File: config.mk
export PLATFORM = sky130hd
export DESIGN_NAME = spi_tap_loader
export DESIGN_NICKNAME = d
export VERILOG_FILES = /design/src/rtl/spi_tap_loader.sv
export SDC_FILE = /design/constraint.sdc
export NUM_CORES = 1
export LEC_CHECK = 0
export ABC_CLOCK_PERIOD_IN_PS = 2160
export BUFFER_PORTS_ARGS = -buffer_cell sky130_fd_sc_hd__buf_2
export CAP_MARGIN = 10
export CORE_UTILIZATION = 50
export CTS_CLUSTER_SIZE = 28
export DETAILED_ROUTE_END_ITERATION = 7
export GPL_TIMING_DRIVEN = 0
export PLACE_DENSITY = 0.71
export SLEW_MARGIN = 25
export SYNTH_ARGS = -nofsm -noshare
export SYNTH_HDL_FRONTEND = slang
export SYNTH_SLANG_ARGS = --single-unit
File: constraint.sdc
create_clock -name clk -period 2.16 [get_ports clk]
set_input_delay 0.432 -clock clk [delete_from_list [all_inputs] [get_ports clk]]
set_output_delay 0.432 -clock clk [all_outputs]
set_load 0.005 [all_outputs]
File: src/rtl/spi_tap_loader.sv
// SPI (mode 0, MSB first) writer for the FIR tap memory: oversamples the SPI pins on clk,
// assembles 20-bit {address, coefficient} frames and issues one load strobe per accepted frame.
module spi_tap_loader #(
  parameter int ADDR_W      = 8,
  parameter int DATA_W      = 12,
  parameter int NUM_TAPS    = 32,
  parameter int SYNC_STAGES = 2
) (
  input  logic              clk,
  input  logic              rst_n,
  input  logic              sclk,
  input  logic              cs_n,
  input  logic              mosi,
  output logic [ADDR_W-1:0] write_address,
  output logic [DATA_W-1:0] write_value,
  output logic              load,
  output logic              busy,
  output logic              frame_err,
  output logic [5:0]        load_count
);

  localparam int FRAME_W = ADDR_W + DATA_W;
  localparam int CNT_W   = $clog2(FRAME_W + 2);
  localparam logic [CNT_W-1:0]  CNT_FULL = CNT_W'(FRAME_W);
  localparam logic [CNT_W-1:0]  CNT_SAT  = CNT_W'(FRAME_W + 1);
  localparam logic [ADDR_W:0]   TAP_LIM  = (ADDR_W + 1)'(NUM_TAPS);

  typedef enum logic [1:0] {IDLE, SHIFT, COMMIT} state_t;

  state_t state, state_nxt;

  logic [SYNC_STAGES-1:0] sclk_sync, cs_sync, mosi_sync;
  logic                   sclk_d, cs_d;
  logic                   sclk_s, cs_s, mosi_s;
  logic                   sclk_rise, cs_rise, cs_fall;

  logic [FRAME_W-1:0] shreg;
  logic [CNT_W-1:0]   bitcnt;
  logic               clr, shift_en, accept, reject;
  logic               addr_ok;

  always_ff @(posedge clk or negedge rst_n) begin
    if (!rst_n) begin
      sclk_sync <= '0;
      cs_sync   <= '1;
      mosi_sync <= '0;
      sclk_d    <= 1'b0;
      cs_d      <= 1'b1;
    end else begin
      sclk_sync <= {sclk_sync[SYNC_STAGES-2:0], sclk};
      cs_sync   <= {cs_sync[SYNC_STAGES-2:0], cs_n};
      mosi_sync <= {mosi_sync[SYNC_STAGES-2:0], mosi};
      sclk_d    <= sclk_sync[SYNC_STAGES-1];
      cs_d      <= cs_sync[SYNC_STAGES-1];
    end
  end

  assign sclk_s    = sclk_sync[SYNC_STAGES-1];
  assign cs_s      = cs_sync[SYNC_STAGES-1];
  assign mosi_s    = mosi_sync[SYNC_STAGES-1];
  assign sclk_rise = sclk_s & ~sclk_d;
  assign cs_rise   = cs_s & ~cs_d;
  assign cs_fall   = ~cs_s & cs_d;
  assign busy      = ~cs_s;

  assign addr_ok = {1'b0, shreg[FRAME_W-1:DATA_W]} < TAP_LIM;

  always_ff @(posedge clk or negedge rst_n) begin
    if (!rst_n) state <= IDLE;
    else        state <= state_nxt;
  end

  // A same-cycle sclk rise and cs_n rise both act: the shift lands before COMMIT evaluates.
  always_comb begin
    state_nxt = state;
    clr       = 1'b0;
    shift_en  = 1'b0;
    accept    = 1'b0;
    reject    = 1'b0;
    case (state)
      IDLE: begin
        if (cs_fall) begin
          clr       = 1'b1;
          state_nxt = SHIFT;
        end
      end
      SHIFT: begin
        shift_en = sclk_rise;
        if (cs_rise) state_nxt = COMMIT;
      end
      COMMIT: begin
        if (bitcnt == CNT_FULL && addr_ok) accept = 1'b1;
        else                               reject = 1'b1;
        clr       = cs_fall;
        state_nxt = cs_fall ? SHIFT : IDLE;
      end
      default: state_nxt = IDLE;
    endcase
  end

  always_ff @(posedge clk or negedge rst_n) begin
    if (!rst_n) begin
      shreg         <= '0;
      bitcnt        <= '0;
      write_address <= '0;
      write_value   <= '0;
      load          <= 1'b0;
      frame_err     <= 1'b0;
      load_count    <= '0;
    end else begin
      if (clr) begin
        shreg  <= '0;
        bitcnt <= '0;
      end else if (shift_en) begin
        shreg <= {shreg[FRAME_W-2:0], mosi_s};
        if (bitcnt != CNT_SAT) bitcnt <= bitcnt + 1'b1;
      end
      load      <= accept;
      frame_err <= reject;
      if (accept) begin
        write_address <= shreg[FRAME_W-1:DATA_W];
        write_value   <= shreg[DATA_W-1:0];
        load_count    <= load_count + 1'b1;
      end
    end
  end

endmodule

==> results.sh <==
export IMPL_postCtsHoldBufs=0
export IMPL_final_max_slew_viol_count=0
export IMPL_met3_wirelength_um=137
export IMPL_p_sw_uw=574.1
export IMPL_power_uw=2576
export IMPL_fin_skew_ns=0.006330
export IMPL_crit_fanout=10
export IMPL_die_h_um=72.73
export IMPL_path_cells="inv_1 > ha_1 > nor4b_4 > nand3_4 > buf_6 > mux2_4"
export IMPL_yosys_area_top_type="dfrtp_1"
export IMPL_syn_inst=166
export IMPL_cts_clk_slew_worst_paths_ns=0.06
export IMPL_drt_first_pass_iters=4
export IMPL_p_seq_share_pct=48.9
export IMPL_grt_pass1_vias=1589
export IMPL_grt_max_degree=64
export IMPL_wire_per_inst_um=15.43
export IMPL_max_slew_margin_rel_pct=50.22
export IMPL_power_leakage_uw=0.001579
export IMPL_rsz0062_at_grt="no"
export IMPL_synthTopCellsByArea="dfrtp_1 (60%), mux2_4 (9.0%), a22o_1 (7.0%)"
export IMPL_register_area_um2=1580
export IMPL_vias_per_cell=5.348
export IMPL_ant_nets=0
export IMPL_io_pins=34
export IMPL_cts_resized=0
export IMPL_hpwl_um=2902
export IMPL_synthToLayoutAreaGrowth_pct=19.01
export IMPL_ys_seq_elements=63
export IMPL_drcViolationCount=0
export IMPL_cts_num_sinks=63
export IMPL_drt_iter0_markers=71
export IMPL_comb_power_share_pct=7.1
export IMPL_clock_tree_root_cell="clkbuf_8"
export IMPL_clkPwrFrac_pct=44.0
export IMPL_period_needed_ns=1.953
export IMPL_yosys_warnings=0
export IMPL_internal_power_uw=2002
export IMPL_die_w_um=72.73
export IMPL_core_area_um2=4755
export IMPL_fin_crit_sh_pct=90.43
export IMPL_max_clock_path_buffers=2
export IMPL_rows=25
export IMPL_io_buffers=33
export IMPL_synthesis_area_um2=2501
export IMPL_critPathMaxStageDelay_ns=0.44
export IMPL_syn_num_nets=175
export IMPL_start_kind="flop"
export IMPL_max_freq_ghz=0.5119
export IMPL_drt_met1_wl_um=1975
export IMPL_final_util_pct=62.61
export IMPL_crit_arrival_ns=2.17
export IMPL_multi_input_area_um2=844.6
export IMPL_antenna_found_initial=0
export IMPL_postCtsSetupBuffers=0
export IMPL_endpoint_kind="flop"
export IMPL_fin_tns_setup_ns=0
export IMPL_timing_worst_setup_path_type="reg -> reg"
export IMPL_synth_edf_count=0
export IMPL_synthArstFlopShare_pct=100.0
export IMPL_synth_seq_area_share_pct=63.18
export IMPL_track_usage_pct=19.47
export IMPL_synthFlopType="dfrtp_1"
export IMPL_vias=1508
export IMPL_h_tree_depth=3
export IMPL_worst_slew_pin_slew_ns=0.7467
export IMPL_status="complete, no violations"
export IMPL_crit_required_ns=2.37
export IMPL_cts_tree="yes"
export IMPL_hold_class="in -> async"
export IMPL_met2RoutedLength_um=2194
export IMPL_slowest_stage="dfrtp_1"
export IMPL_syn_area_per_cell_um2=15.07
export IMPL_finalHoldViolCount=0
export IMPL_netlist_area_leader_share_pct=60.03
export IMPL_setup_viol=0
export IMPL_wl_um=4351
export IMPL_powerDensity_nw_per_um2=865.3
export IMPL_netSwitchingFraction_pct=22.29
export IMPL_drv_cap=0
export IMPL_dieArea_um2=5289
export IMPL_gp_congestion=0.7196
export IMPL_ir_drop_v=0.0005665
export IMPL_layout_nets=219
export IMPL_clk_latency_ns=0.33
export IMPL_drive_gt1_share_pct=37.21
export IMPL_grt_ovfl_total=0
export IMPL_grt_pass1_wl_um=7493
export IMPL_highest_layer="met4"
export IMPL_n_antenna_cell=0
export IMPL_start_util_pct=52.61
export IMPL_numCtsBuffers=9
export IMPL_fill_cells=387
export IMPL_synth_cell_types=34
cells in the mapped netlist (2+ instances only):
master and n:
a31o_2 2, buf_2 4, a22o_1 20, buf_6 2
ha_1 4, nor2_1 2, and4b_1 4, clkbuf_1 2
nand3_1 4, nand4_1 4, a21oi_1 3, inv_1 7
o21ai_0 3, mux2_2 4, dfrtp_1 60, dfstp_2 3
mux2_4 15, xnor2_1 5, and2_1 3
state kept, by name, summed over array words and instances (netlist names), 2 cells and up:
register       count
write_value       12
state              2
cs_sync            2
load_count         6
sclk_sync          2
shreg             20
write_address      8
mosi_sync          2
bitcnt             5
area by class of cell:
class,count,share of cell area [%]
plain buffers,8,1.681
repair buffers,33,5.633
clock inverters,3,2.186
multi-input cells,88,28.37
flip-flops and latches,63,53.09
clock buffers,13,5.338
well taps,67,2.816
inverters,7,0.8827
worst max-delay path, delay by kind of cell, from the launching register on:
family                   cells  cell delay [ns]
AND/OR/NAND/NOR              2             0.60
adder cells (fa/ha/maj)      1             0.17
multiplexers                 1             0.30
flip-flops                   1             0.44
buffers and inverters        2             0.32
layer usage:
layer / vias up / track usage [%]
met5: - / 0
met4: 0 / 9.586
met3: 4 / 6.492
met2: 31 / 30.01
met1: 781 / 24.84
li1: 692 / -
path summary, 6_finish.rpt:
check | start | cells past startpoint | end | slack, ns
max | bitcnt[0] | 6 | write_value[3] | 0.21
min | rst_n | 1 | shreg[16] | 0.17
max reg2reg | bitcnt[0] | 6 | write_value[3] | 0.21
min reg2reg | sclk_sync[0] | 0 | sclk_sync[1] | 0.36
max in group asynchronous | rst_n | 1 | shreg[9] | 1.50
min in group clk | cs_n | 1 | cs_sync[0] | 0.20
stage by stage:
stage / cells / area, um2 / worst slack [ns] / hold WS, ns
finish: 282 / 2977 / 0.2067 / 0.1710
global route: 282 / 2977 / 0.07654 / 0.1778
global placement: 266 / 2750 / 0.2860 / 0.3362
floorplan: 166 / 2501 / 0.4880 / 0.1364
CTS: 282 / 2977 / 0.1812 / 0.1840
detailed placement: 266 / 2753 / 0.2072 / 0.3404
cells in the final DEF (no fill, tap or decap), drive strengths merged, types with 3 or more instances in the layout:
cell type	n
nand3	5
xnor2	5
and2	3
mux2	19
dfstp	3
o21ai	3
ha	4
nand4	4
inv	7
a22o	20
a21oi	3
clkbuf	15
dfrtp	60
buf	39
and4b	4
cells by family (layout without fill, tap and decap cells):
| kind of cell | count (synthesis) | in the layout | synth area share, % |
|---|---|---|---|
| compound gates | 30 | 30 | 9.555 |
| xor+xnor | 5 | 5 | 1.751 |
| fa+ha+maj | 4 | 4 | 2.001 |
| buf+inv | 15 | 64 | 3.052 |
| flops | 63 | 63 | 63.18 |
| mux | 19 | 19 | 10.81 |
| simple gates | 30 | 30 | 9.656 |
power by group through the flow:
stage	combinational (uW)	clock [uW]	sequential [uW]
after CTS	186	1150	1260
after global placement	170	0	1270
final	183	1130	1260
after detailed placement	185	0	1280
after global routing	205	1200	1270
after floorplan	121	0	1270
No activity file was read; power rests on OpenSTA's default activity.
